<file path="src/rtl/uart_rx.sv">
// uart_rx: 8N1 UART receiver, LSB first, one byte per frame.
//
// The serial line is double-flopped and every decision uses the second flop
// (rx_s). Bits are sampled at mid-bit; the FSM returns to idle at the middle
// of the stop bit so a start edge that follows immediately is not missed.
//
// Optional feature: define UART_RX_PARITY_EN to insert an even-parity bit
// between the last data bit and the stop bit. Without it the receiver is
// plain 8N1 and parity_error is tied low.
//
// Ports:
//   clk            system clock, rising edge
//   reset_n        asynchronous active-low reset
//   rx_serial      asynchronous serial input, idles high
//   io_data_valid  one-cycle pulse: io_data_packet holds a new byte
//   io_data_packet last good byte, held until the next valid pulse
//   frame_error    one-cycle pulse: stop bit sampled low
//   parity_error   one-cycle pulse: parity mismatch (0 unless parity enabled)
module uart_rx #(
    parameter int unsigned CLKS_PER_BIT = 434
) (
    input  logic       clk,
    input  logic       reset_n,
    input  logic       rx_serial,
    output logic       io_data_valid,
    output logic [7:0] io_data_packet,
    output logic       frame_error,
    output logic       parity_error
);

    localparam int unsigned CntW = $clog2(CLKS_PER_BIT);
    localparam logic [CntW-1:0] HalfLast = CntW'(CLKS_PER_BIT / 2 - 1);
    localparam logic [CntW-1:0] BitLast  = CntW'(CLKS_PER_BIT - 1);

    typedef enum logic [2:0] {
        StIdle,
        StStart,
        StData,
        StParity,
        StStop,
        StBreak
    } state_e;

    state_e          state;
    logic            rx_meta;
    logic            rx_s;
    logic [CntW-1:0] bit_cnt;
    logic [2:0]      idx;
    logic [7:0]      shift;

    // Two-flop synchroniser; resets to the idle (high) line level.
    always_ff @(posedge clk or negedge reset_n) begin
        if (!reset_n) begin
            rx_meta <= 1'b1;
            rx_s    <= 1'b1;
        end else begin
            rx_meta <= rx_serial;
            rx_s    <= rx_meta;
        end
    end

`ifdef UART_RX_PARITY_EN
    logic parity_bad;
`endif

    always_ff @(posedge clk or negedge reset_n) begin
        if (!reset_n) begin
            state          <= StIdle;
            bit_cnt        <= '0;
            idx            <= '0;
            shift          <= '0;
            io_data_valid  <= 1'b0;
            io_data_packet <= 8'h00;
            frame_error    <= 1'b0;
`ifdef UART_RX_PARITY_EN
            parity_error   <= 1'b0;
            parity_bad     <= 1'b0;
`endif
        end else begin
            io_data_valid <= 1'b0;
            frame_error   <= 1'b0;
`ifdef UART_RX_PARITY_EN
            parity_error  <= 1'b0;
`endif
            unique case (state)
                StIdle: begin
                    if (!rx_s) begin
                        state   <= StStart;
                        bit_cnt <= '0;
                    end
                end
                StStart: begin
                    if (bit_cnt == HalfLast) begin
                        bit_cnt <= '0;
                        if (!rx_s) begin
                            state <= StData;
                            idx   <= '0;
                        end else begin
                            // Line went back high before mid-start: a glitch.
                            state <= StIdle;
                        end
                    end else begin
                        bit_cnt <= bit_cnt + CntW'(1);
                    end
                end
                StData: begin
                    if (bit_cnt == BitLast) begin
                        bit_cnt    <= '0;
                        shift[idx] <= rx_s;
                        if (idx == 3'd7) begin
`ifdef UART_RX_PARITY_EN
                            state <= StParity;
`else
                            state <= StStop;
`endif
                        end else begin
                            idx <= idx + 3'd1;
                        end
                    end else begin
                        bit_cnt <= bit_cnt + CntW'(1);
                    end
                end
                StParity: begin
`ifdef UART_RX_PARITY_EN
                    if (bit_cnt == BitLast) begin
                        bit_cnt    <= '0;
                        parity_bad <= (rx_s != ^shift);
                        state      <= StStop;
                    end else begin
                        bit_cnt <= bit_cnt + CntW'(1);
                    end
`else
                    state <= StIdle;
`endif
                end
                StStop: begin
                    if (bit_cnt == BitLast) begin
                        bit_cnt <= '0;
                        if (rx_s) begin
                            state <= StIdle;
`ifdef UART_RX_PARITY_EN
                            if (parity_bad) begin
                                parity_error <= 1'b1;
                            end else begin
                                io_data_packet <= shift;
                                io_data_valid  <= 1'b1;
                            end
`else
                            io_data_packet <= shift;
                            io_data_valid  <= 1'b1;
`endif
                        end else begin
                            // Bad stop bit wins over any parity result.
                            frame_error <= 1'b1;
                            state       <= StBreak;
                        end
                    end else begin
                        bit_cnt <= bit_cnt + CntW'(1);
                    end
                end
                StBreak: begin
                    // Wait out a held-low line so it reports only one error.
                    if (rx_s) begin
                        state <= StIdle;
                    end
                end
                default: state <= StIdle;
            endcase
        end
    end

`ifndef UART_RX_PARITY_EN
    assign parity_error = 1'b0;
`endif

endmodule

</file>
<file path="config.mk">
export PLATFORM = sky130hd
export DESIGN_NAME = uart_rx
export DESIGN_NICKNAME = d
export VERILOG_FILES = /design/src/rtl/uart_rx.sv
export SDC_FILE = /design/constraint.sdc
export NUM_CORES = 1
export LEC_CHECK = 0
export ABC_CLOCK_PERIOD_IN_PS = 1830
export CAP_MARGIN = 20
export CORE_ASPECT_RATIO = 0.6
export CORE_MARGIN = 2
export CORE_UTILIZATION = 52
export DETAILED_ROUTE_END_ITERATION = 10
export PLACE_DENSITY = 0.85
export SLEW_MARGIN = 10
export SYNTH_ARGS = -nofsm -noshare
export SYNTH_HDL_FRONTEND = slang
export SYNTH_SLANG_ARGS = --single-unit
export TNS_END_PERCENT = 5
</file>
<file path="constraint.sdc">
create_clock -name clk -period 1.83 [get_ports clk]
set_input_delay 0.549 -clock clk [delete_from_list [all_inputs] [get_ports clk]]
set_output_delay 0.549 -clock clk [all_outputs]
set_load 0.01 [all_outputs]
</file>
; ---- After elaboration in Yosys (flattened, before gate mapping)
; Index checks and enable logic that the tools add are counted.
[totals]
input_bits = 3
out_inout_bits = 11
ff_bits = 35
ramBits = 0
rom_bits = 0
latchBits = 0
n_memories = 0
[classes]
n_eq_ne = 15
shifts = 0
div = 0
n_reduce_logical = 10
addsub = 2
n_mux = 27
bitwise_logic = 0
multipliers = 0
n_lt_le_gt_ge = 2
[ops]
columns = cell, count
row1 = 2-to-1 mux 3 bit, 11
row2 = 2-to-1 mux 9 bit, 3
row3 = one-hot mux 9 bit (3 select lines), 1
row4 = != test 2 bit (second input constant), 8
row5 = one-hot mux 3 bit (5 select lines), 1
row6 = adder 9 x 1 -> 9 bit (second input constant), 1
row7 = == test 3 bit (second input constant), 3
row8 = == test 9 x 8 -> 1 bit (second input constant), 1
row9 = == test 9 bit (second input constant), 1
row10 = bitwise mux 8 bit, 1
row11 = 2-to-1 mux 1 bit, 7
row12 = one-hot mux 3 bit (2 select lines), 1
row13 = AND reduction 6 bit, 1
row14 = AND reduction 5 bit, 1
row15 = less-than comparator 3 x 4 -> 1 bit (second input constant), 1
row16 = AND reduction 2 bit, 2
row17 = adder 3 x 1 -> 3 bit (second input constant), 1
row18 = demux 1 bit (select 3 bit), 1
row19 = == test 3 x 1 -> 1 bit (second input constant), 1
row20 = == test 3 x 2 -> 1 bit (second input constant), 1
row21 = >= comparator 3 x 1 -> 1 bit (second input constant), 1
row22 = logical NOT 3 bit, 1
row23 = AND reduction 3 bit, 1
row24 = nonzero test 3 bit, 1
row25 = other kinds (4), 4

; ---- Longest topological paths before layout
; Gate-level depths: netlist of the first run.
[depth]
word_depth = 5
mapped_depth = 7
mapped_depth_nobuf = 6

; ---- Worst setup path before layout of the first run
; Ideal clock, no wire load.
[synth_timing]
path_type = register to register
startpoint = reg state[1]
endpoint = reg idx[0]
stages_incl_launch_ff = 6
slack_ns = -0.021
t_arrival_ns = 1.726
cell_sequence = dfrtp_1 > buf_4 > or3b_4 > o22a_1 > a211oi_4 > mux2_4
[synth_via]
elab_chain_len = 3
word_cells_on_any_way = 9
classes_between = eq/ne: 6 / mux: 1 / reduce/logical: 2
[synth_lines]
columns = element, line_no
row1 = from (decl), 44  ; state_e state;
row2 = from (signal assigned), 68  ; state <= StIdle;
row3 = from (signal assigned), 88  ; state <= StStart;
row4 = from (signal assigned), 96  ; state <= StData;
row5 = == test 3 x 2 -> 1 bit or == test 3 x 1 -> 1 bit (tied branches), 85  ; unique case (state)
row6 = != test 2 bit (no line) or nonzero test 2 bit (tied branches), --
row7 = AND reduction 5 bit (no line), --
row8 = to (signal assigned), 117  ; idx <= idx + 3'd1;
row9 = to (decl), 48  ; logic [2:0] idx;
; Several ways; a longest one is shown, not always the timed one.
; A chain may end at the register's enable or synchronous reset.

; ---- Final worst setup path of the first run
[layout_timing]
startpoint = reg state[2]
endpoint = reg idx[1]
; Same word-level chain as after synthesis.

==> impl_metrics.env, run 1 <==
export IMPL_fp_dieH_um=50.1
export IMPL_die_area_um2=4050
export IMPL_leakagePower_uw=0.00101
export IMPL_min_to="rx_s"
export IMPL_grt_pass1_vias=1376
export IMPL_dp_slack_ns=-0.0780
export IMPL_use_met2=0.332
export IMPL_hold_class="reg -> reg"
export IMPL_synth_nets=181
export IMPL_initial_core_util=0.555
export IMPL_yosys_area_share_simple=0.212
export IMPL_crit_arrival_ns=2.06
export IMPL_ys_ff_latch=35
export IMPL_async_reset_ff_frac=1.00
export IMPL_cpMaxStageDelayCell="dfrtp_2"
export IMPL_worst_setup_path_end_kind="flop"
export IMPL_via_per_inst=6.10
export IMPL_htree_levels=2
export IMPL_synth_compound_area_frac=0.111
export IMPL_fp_row_count=16
export IMPL_core_area_um2=3320
export IMPL_synth_adder_area_share=0.0339
export IMPL_power_density_nw_per_um2=639
export IMPL_ff2ff_setup_slack_ns=-0.03
export IMPL_p_total_uw=1430
export IMPL_grt_pass1_wl_um=6800
export IMPL_yosys_warnings=0
export IMPL_rr_worst_depth=5
export IMPL_wire_per_inst_um=16.9
export IMPL_cts_root_buf="clkbuf_8"
export IMPL_fin_ws_ns=-0.0290
export IMPL_worstPathRequired_ns=2.03
export IMPL_utilization=0.672
export IMPL_crit_type="reg -> reg"
export IMPL_setup_viol=5
export IMPL_tritoncts="done"
export IMPL_final_nets=210
export IMPL_drc=0
export IMPL_insertion_delay_ns=0.29
export IMPL_wl_um=4200
export IMPL_dr_first_iter_drc_count=211
export IMPL_synth_top_family_by_area="simple AND/OR/NAND/NOR gates"
export IMPL_place_hpwl_um=2990
export IMPL_max_cap_violations=0
export IMPL_grt_max_degree=22
export IMPL_synth_area_per_cell_um2=10.7
export IMPL_worst_clock_skew_ns=0.00926
export IMPL_violations="setup timing"
export IMPL_synthMuxAreaShare=0.117
export IMPL_min_period_ns=1.86
export IMPL_fin_setup_tns_ns=-0.0927
export IMPL_met1_usage=0.323
export IMPL_ant_nets=0
export IMPL_drv_slew=0
export IMPL_n_fill_cell=242
export IMPL_numCtsBuffers=5
export IMPL_grtUsageMet3=0.0504
export IMPL_critPathMaxFanout=6
export IMPL_first_pass_iters=4
export IMPL_synth_area_um2=1840
export IMPL_gp_congestion=0.972
export IMPL_synth_edff_count=0
export IMPL_crit_chain="or3b_4 > o22a_1 > a211oi_4 > buf_6 > mux2i_2"
export IMPL_finalHoldViolations=0
export IMPL_pin_count=14
export IMPL_clk_pin_slew_ns=0.07
export IMPL_grt_remaining_overflow=0
export IMPL_antenna_found_initial=0
export IMPL_timing_rr_end="idx[1]"
export IMPL_synthFlopType="dfrtp_1"
export IMPL_clock_path_buffers=2
export IMPL_status="finished with violations"
export IMPL_min_period_over_period=1.02
export IMPL_io_buffers=12
export IMPL_ys_types=50
export IMPL_worstHoldStart="rx_meta"
export IMPL_dr_total_vias=1512
export IMPL_postCtsHoldBufs=0
export IMPL_synth_cells=173
export IMPL_globalRouteTotalUtil=0.231
export IMPL_ir_drop_uv=597
export IMPL_grt_busiest_layer="met2"
export IMPL_synthXorXnorAreaFrac=0.00475
export IMPL_diodes=0
export IMPL_cp_slowest_stage_delay_ns=0.45
export IMPL_r2r_start="state[2]"
export IMPL_die_width_um=80.9
export IMPL_ys_seq_area_frac=0.476
export IMPL_area_growth_pct=21.2
export IMPL_whs_path_depth=0
export IMPL_cts_sinks=35
export IMPL_startpoint_type="flop"
export IMPL_drive_gt1_frac=0.300
export IMPL_grt_setup_unrepaired="true"
export IMPL_fmax_ghz=0.538
critical path: cells and delay by family (launching register included):
family          cells  cell delay (ns)
compound gates      2             0.52
flops               1             0.45
mux                 1             0.22
simple gates        1             0.43
buf+inv             1             0.15
layout by cell type (no fill, tap or decap), drive strengths merged, types with 2 or more instances in the layout:
cell	instances
ha	5
dfstp	2
a211oi	2
o211ai	6
nor2	11
o21ai	11
or3b	2
buf	19
nor3	3
inv	6
mux2	17
and4b	2
nand2	27
clkbuf	8
dfrtp	33
clkdlybuf4s50	12
nand3	6
nand4	5
a21oi	2
and3	2
mux2i	2
through the flow:
| stage | hold slack [ns] | cell area (um2) | cells |
|---|---|---|---|
| floorplan | 0.253 | 1840 | 173 |
| finish | 0.356 | 2230 | 248 |
| detailed placement | 0.348 | 2090 | 238 |
| global placement | 0.347 | 2090 | 238 |
| global route | 0.370 | 2230 | 248 |
| CTS | 0.358 | 2200 | 246 |
repair_timing:
action	CTS	global route
pin swaps	0	6
buffers inserted	0	2
gates cloned	0	0
resized for setup	2	6
setup endpoints to repair	5	26
cells by family (layout without fill, tap and decap cells):
logic type | after synthesis | after routing
and+or+nand+nor | 69 | 69
DFF | 35 | 35
AOI/OAI and AO/OA | 28 | 28
muxes | 19 | 19
buffers and inverters | 15 | 45
adders and majority gates | 5 | 5
other | 1 | 1
xor gates and xnor gates | 1 | 1
how the worst max path moves through the flow:
stage                from    endpoint  cells after the start
2_1_floorplan    state[1]      idx[0]                      5
3_3_place_gp     state[2]    state[2]                      4
3_5_place_dp   bit_cnt[0]    state[2]                      6
4_1_cts          state[2]      idx[1]                      5
5_1_grt        bit_cnt[0]  bit_cnt[5]                      6
6_report         state[2]      idx[1]                      5
cell usage after synthesis (all sizes together) (3+ instances only):
library cell  count  area [um2]
dfrtp            33         826
nand2            27         101
mux2             17         195
nor2             11        43.8
o21ai            11        55.1
buf               6        43.8
inv               6        22.5
nand3             6        35.0
o211ai            6        45.0
ha                5        62.6
nand4             5        46.3
clkbuf            3        13.8
nor3              3        15.0
final cells by class:
| class | count | area (um2) | area share |
|---|---|---|---|
| Multi-Input combinational cell | 123 | 910 | 0.407 |
| Sequential cell | 35 | 880 | 0.394 |
| Timing Repair Buffer | 31 | 267 | 0.119 |
| Clock buffer | 8 | 100 | 0.0448 |
| Tap cell | 45 | 56.3 | 0.0252 |
| Inverter | 6 | 22.5 | 0.0101 |
state kept, by name (all words and copies together) (netlist names):
name / cells
shift: 8
frame_error: 1
io_data_packet: 8
rx_s: 1
idx: 3
state: 3
rx_meta: 1
bit_cnt: 9
io_data_valid: 1
where the power goes:
| part | leakage (uW) | internal, uW | switching, uW | total [uW] |
|---|---|---|---|---|
| clock network | 0.0000515 | 343 | 273 | 617 |
| registers | 0.000466 | 777 | 0.837 | 778 |
| logic | 0.000491 | 9.93 | 23.0 | 32.9 |
per-layer routing:
metal / share of wire / up-vias
met1: 0.42 / 722
met2: 0.44 / 104
met4: 0.037 / 0
met3: 0.10 / 16
met5: 0 / -
li1: - / 670
(Power assumes the default switching activity.)
==> inputs of run 2 (changes only) <==
--- a/config.mk
+++ b/config.mk
@@ -8,9 +8,9 @@
 export ABC_CLOCK_PERIOD_IN_PS = 1830
 export CAP_MARGIN = 20
 export CORE_ASPECT_RATIO = 0.6
-export CORE_MARGIN = 2
 export CORE_UTILIZATION = 52
 export DETAILED_ROUTE_END_ITERATION = 10
+export GPL_ROUTABILITY_DRIVEN = 1
 export PLACE_DENSITY = 0.85
 export SLEW_MARGIN = 10
 export SYNTH_ARGS = -nofsm -noshare
==> run 2 against run 1 <==
  * The flow still finishes with violations (setup timing)
  * Clock power decreased by 2%
  * First-iteration DRC count decreased by 9.5%
  * Setup slack improved by 0.019 ns
==> impl_metrics.env, run 2 (synthesis gave the netlist of run 1 again) <==
export IMPL_status="finished with violations"
export IMPL_violations="setup timing"
export IMPL_ff2ff_setup_slack_ns=-0.01
export IMPL_rr_worst_depth=5
export IMPL_final_nets=209
export IMPL_worst_clock_skew_ns=0.00896
export IMPL_fp_dieH_um=48.1
export IMPL_startpoint_type="flop"
export IMPL_switching_share=0.203
export IMPL_cts_root_buf="clkbuf_8"
export IMPL_worstPathRequired_ns=2.03
export IMPL_holdWs_ns=0.357
export IMPL_p_seq_frac=0.548
export IMPL_wire_per_inst_um=16.8
export IMPL_timing_rr_end="idx[2]"
export IMPL_gp_congestion=1.00
export IMPL_largest_registers="bit_cnt (9), io_data_packet (8), shift (8)"
export IMPL_drive_gt1_frac=0.302
export IMPL_cts_sinks=35
export IMPL_core_area_um2=3320
export IMPL_fin_ws_ns=-0.00983
export IMPL_ir_drop_uv=421
export IMPL_insertion_delay_ns=0.29
export IMPL_grt_remaining_overflow=0
export IMPL_antenna_found_initial=0
export IMPL_crit_type="reg -> reg"
export IMPL_worst_setup_path_end_kind="flop"
export IMPL_grt_pass1_vias=1310
export IMPL_min_to="rx_s"
export IMPL_setup_viol=1
export IMPL_die_width_um=78.9
export IMPL_drv_slew=0
export IMPL_place_hpwl_um=2950
export IMPL_min_period_ns=1.84
export IMPL_grt_setup_unrepaired="true"
export IMPL_layout_common_cells="30 x dfrtp_1, 27 x nand2_1, 17 x buf_4, 16 x mux2_2, 12 x clkdlybuf4s50_1"
export IMPL_crit_arrival_ns=2.03
export IMPL_io_buffers=12
export IMPL_via_per_inst=5.83
export IMPL_ant_nets=0
export IMPL_first_pass_iters=5
export IMPL_critPathMaxFanout=6
export IMPL_placed_area_um2=2110
export IMPL_stdcell_area_um2=2220
export IMPL_leakagePower_uw=0.000998
export IMPL_postCtsHoldBufs=0
export IMPL_finalHoldViolations=0
export IMPL_diodes=0
export IMPL_fp_row_count=16
export IMPL_power_density_nw_per_um2=639
export IMPL_worstHoldStart="rx_meta"
export IMPL_fin_setup_tns_ns=-0.00983
export IMPL_wl_um=4160
export IMPL_max_cap_violations=0
export IMPL_p_comb_frac=0.025
export IMPL_p_int_uw=1130
export IMPL_grt_max_degree=36
export IMPL_pin_count=14
export IMPL_tritoncts="done"
export IMPL_hold_class="reg -> reg"
export IMPL_die_area_um2=3800
export IMPL_regMostFlops="bit_cnt"
export IMPL_dr_first_iter_drc_count=191
export IMPL_numCtsBuffers=5
export IMPL_clk_pin_slew_ns=0.07
export IMPL_final_common_cell="dfrtp_1"
export IMPL_globalRouteTotalUtil=0.235
export IMPL_p_sw_uw=288
export IMPL_r2r_start="state[2]"
export IMPL_initial_core_util=0.555
export IMPL_fmax_ghz=0.544
export IMPL_area_growth_pct=20.5
export IMPL_htree_levels=2
export IMPL_drc=0
export IMPL_whs_path_depth=0
export IMPL_largest_reg_flops=9
export IMPL_n_fill_cell=252
export IMPL_min_period_over_period=1.01
export IMPL_pwr_share_clk=0.428
export IMPL_dr_total_vias=1440
export IMPL_clock_path_buffers=2
export IMPL_grt_pass1_wl_um=6400
[run 2: cell types whose count changed in the layout (fill, tap and decap cells not counted), sizes merged]
cell,before,now
buf,19,18
[run 2: power groups by stage]
stage,Sequential (uW),Combinational [uW],Clock [uW]
floorplan,794,8.23,0
global placement,793,35.1,0
detailed placement,793,36.2,0
CTS,778,36.4,618
global route,778,39.8,647
finish,778,34.9,607
[run 2: worst max path at each step]
stage / from / depth (start not counted) / slack, ns / end
6_report: state[2] / 5 / -0.01 / idx[2]
5_1_grt: bit_cnt[1] / 7 / -0.08 / idx[2]
4_1_cts: state[2] / 5 / 0.006 / idx[2]
3_5_place_dp: state[2] / 5 / 0.003 / idx[2]
3_3_place_gp: bit_cnt[5] / 4 / 0.07 / bit_cnt[6]
2_1_floorplan: state[1] / 5 / 0.03 / idx[0]
[run 2: final cells by class]
type                            instances  area (um2)  share of cell area
Clock buffer                            8         100              0.0450
Inverter                                6        22.5              0.0101
Multi-Input combinational cell        123         893               0.402
Sequential cell                        35         882               0.397
Tap cell                               45        56.3              0.0253
Timing Repair Buffer                   30         268               0.120
[run 2: what timing repair did]
action / 4_1_cts / 5_1_grt
setup endpoints to repair: 1 / 26
gates resized for setup: 3 / 2
buffers inserted: 0 / 0
[run 2: metrics by stage]
stage,utilization,total power (uW),cells,setup slack (ns)
global placement,0.635,828,239,0.0740
detailed placement,0.635,829,239,0.00316
floorplan,-,802,173,0.0333
CTS,0.666,1430,247,0.00639
global route,0.669,1460,247,-0.0799
finish,0.669,1420,247,-0.00983
[run 2: critical path: stages (launching register included)]
cell	delay [ns]
dfrtp_2	0.47
or3b_4	0.43
o22a_1	0.24
a211oi_4	0.22
buf_4	0.17
mux2i_1	0.21
[run 2: per-layer routing]
| metal | track usage | part of all wire | up-vias | wire, um |
|---|---|---|---|---|
| met3 | 0.0561 | 0.062 | 13 | 256 |
| li1 | - | - | 670 | - |
| met1 | 0.327 | 0.46 | 698 | 1910 |
| met2 | 0.369 | 0.46 | 59 | 1910 |
| met5 | 0 | 0 | - | 0 |
| met4 | 0.0909 | 0.019 | 0 | 81 |
==> inputs of run 3 (changes only) <==
--- a/config.mk
+++ b/config.mk
@@ -5,6 +5,7 @@
 export SDC_FILE = /design/constraint.sdc
 export NUM_CORES = 1
 export LEC_CHECK = 0
+export ABC_AREA = 1
 export ABC_CLOCK_PERIOD_IN_PS = 1830
 export CAP_MARGIN = 20
 export CORE_ASPECT_RATIO = 0.6
==> run 3 against run 2 <==
  * The run now ends clean
  * Clock skew is 0.0058 ns lower
  * Global-route usage is 0.69 points lower
  * Die area is 4.8% higher
  * Register-to-register slack better by 0.23 ns
  * Total power is 2.0% lower
  * Combinational power is 28% lower
  * Critical path depth is 4 lower
  * Clock power is 3.6% lower
  * Clock-buffer cell count is 1 lower
  * Largest cell class unchanged
  * Via count is 15% higher
  * Cell area is 1.2% lower
  * First-iteration DRC count is 13% higher
==> impl_metrics.env, run 3 <==
export IMPL_yosys_top_cells_count="80 x nand2_1, 33 x dfrtp_1, 31 x nand3_1"
export IMPL_critPathBufInv=1
export IMPL_grt_pass1_wl_um=6670
export IMPL_min_to="rx_s"
export IMPL_fp_dieH_um=49.3
export IMPL_final_cells=310
export IMPL_synthFlopType="dfrtp_1"
export IMPL_layout_common_cells="79 x nand2_1, 33 x dfrtp_1, 31 x nand3_1, 25 x inv_1, 17 x nand4_1"
export IMPL_dr_first_iter_drc_count=216
export IMPL_area_growth_pct=13.4
export IMPL_io_buffers=12
export IMPL_n_fill_cell=281
export IMPL_crit_arrival_ns=1.18
export IMPL_clock_path_buffers=2
export IMPL_wire_per_inst_um=12.9
export IMPL_die_area_um2=3980
export IMPL_grt_pass1_vias=1404
export IMPL_ir_drop_uv=423
export IMPL_crit_type="reg -> out"
export IMPL_synth_most_common_cell="nand2_1"
export IMPL_critical_path_depth=1
export IMPL_timing_rr_end="io_data_packet[0]"
export IMPL_dr_total_vias=1660
export IMPL_yosysTopAreaCell="dfrtp_1"
export IMPL_crit_family="buffers and inverters"
export IMPL_grt_setup_unrepaired="false"
export IMPL_place_inst=302
export IMPL_antenna_found_initial=0
export IMPL_worst_setup_path_end_kind="output port"
export IMPL_status="complete, no violations"
export IMPL_power_density_nw_per_um2=634
export IMPL_synth_cells=246
export IMPL_globalRouteTotalUtil=0.228
export IMPL_ant_nets=0
export IMPL_htree_levels=2
export IMPL_drc=0
export IMPL_worst_clock_skew_ns=0.00313
export IMPL_ys_ff_latch=35
export IMPL_crit_chain="clkdlybuf4s50_1"
export IMPL_grt_remaining_overflow=0
export IMPL_pin_count=14
export IMPL_drive_gt1_frac=0.113
export IMPL_multiInputGateArea_um2=917
export IMPL_synth_nets=254
export IMPL_worstPathRequired_ns=1.28
export IMPL_grt_max_degree=22
export IMPL_worstHoldStart="rx_meta"
export IMPL_min_period_ns=1.73
export IMPL_stdcell_area_um2=2200
export IMPL_first_pass_iters=5
export IMPL_area_sequential_um2=878
export IMPL_finalHoldViolations=0
export IMPL_largest_reg_flops=9
export IMPL_cp_slowest_stage_delay_ns=0.54
export IMPL_postCtsHoldBufs=0
export IMPL_wl_um=3990
export IMPL_gp_congestion=0.971
export IMPL_synth_area_leaders="dfrtp_1 43%, nand2_1 16%, nand3_1 8.0%"
export IMPL_placed_area_um2=2100
export IMPL_ys_seq_area_frac=0.454
export IMPL_yosys_warnings=0
export IMPL_synth_area_per_cell_um2=7.87
export IMPL_fin_setup_tns_ns=0
export IMPL_initial_core_util=0.569
export IMPL_fp_row_count=16
export IMPL_synth_edff_count=0
export IMPL_diodes=0
export IMPL_r2r_start="bit_cnt[1]"
export IMPL_yosys_area_top_type_share=0.427
export IMPL_cts_sinks=35
export IMPL_max_cap_violations=0
export IMPL_min_period_over_period=0.945
export IMPL_insertion_delay_ns=0.29
export IMPL_startpoint_type="flop"
export IMPL_place_hpwl_um=3020
export IMPL_cpMaxStageDelayCell="clkdlybuf4s50_1"
export IMPL_ff2ff_setup_slack_ns=0.22
export IMPL_regMostFlops="bit_cnt"
export IMPL_setup_viol=0
export IMPL_numCtsBuffers=5
export IMPL_hold_class="reg -> reg"
export IMPL_tritoncts="done"
export IMPL_via_per_inst=5.35
export IMPL_ys_types=27
export IMPL_async_reset_ff_frac=1.00
export IMPL_drv_slew=0
export IMPL_synth_area_um2=1940
export IMPL_critPathMaxFanout=2
export IMPL_clk_pin_slew_ns=0.07
export IMPL_rr_worst_depth=8
export IMPL_final_common_cell="nand2_1"
export IMPL_largest_registers="bit_cnt (9), io_data_packet (8), shift (8)"
export IMPL_core_area_um2=3400
export IMPL_final_nets=272
export IMPL_whs_path_depth=0
export IMPL_die_width_um=80.8
export IMPL_cts_root_buf="clkbuf_8"
export IMPL_leakagePower_uw=0.00115
export IMPL_fmax_ghz=0.578
run 3: cell types whose count changed after synthesis, moves of 13 or more:
cell	change
nand4_1	+13
nand3_1	+26
inv_1	+19
mux2_2	-16
nand2_1	+53
run 3: where the power goes:
part / total [uW] / switching (uW) / internal (uW)
sequential: 782 / 5.10 / 777
combinational: 25.3 / 17.8 / 7.52
clock: 585 / 281 / 304
total: 1390 / 304 / 1090
run 3: cell families (layout without fill, tap and decap cells):
logic type | after synthesis | after routing | share of synthesized area
AND/OR/NAND/NOR | 157 | 157 | 0.388
flip-flops | 35 | 35 | 0.454
buffers and inverters | 33 | 52 | 0.0737
AO/OA/AOI/OAI | 11 | 11 | 0.0323
adder cells (fa/ha/maj) | 5 | 5 | 0.0323
XOR/XNOR | 4 | 4 | 0.0181
other | 1 | 1 | 0.00194
run 3: per-stage QoR:
step	setup slack (ns)	hold WS (ns)	util	power, uW
detailed placement	0.196	0.353	0.618	823
global route	0.0362	0.367	0.645	1440
CTS	0.0872	0.362	0.644	1390
global placement	0.238	0.346	0.618	823
floorplan	0.405	0.253	-	801
finish	0.100	0.364	0.645	1390
run 3: routing by layer:
layer	up-vias	global-route usage	share of wire
met1	735	0.378	0.50
met2	89	0.267	0.39
met3	8	0.0673	0.10
li1	828	-	-
met4	0	0.0804	0.011
met5	-	0	0
run 3: how the worst max path moves through the flow:
stage | start | endpoint | slack, ns
finish | io_data_packet[2] | io_data_packet[2] | 0.10
floorplan | bit_cnt[0] | state[0] | 0.41
global route | bit_cnt[0] | state[0] | 0.04
CTS | io_data_packet[2] | io_data_packet[2] | 0.09
global placement | bit_cnt[1] | io_data_packet[4] | 0.24
detailed placement | bit_cnt[0] | state[0] | 0.20
run 3: layout make-up:
type | instances | area share
inverter | 29 | 0.0501
clock inverter | 1 | 0.00228
tap | 45 | 0.0256
multi-input combinational | 178 | 0.418
sequential | 35 | 0.400
timing repair buffer | 15 | 0.0650
clock buffer | 7 | 0.0393
run 3: repair_timing:
action	CTS	global route
buffers inserted	0	0
gates resized for setup	0	1
endpoints found under the setup margin	0	5
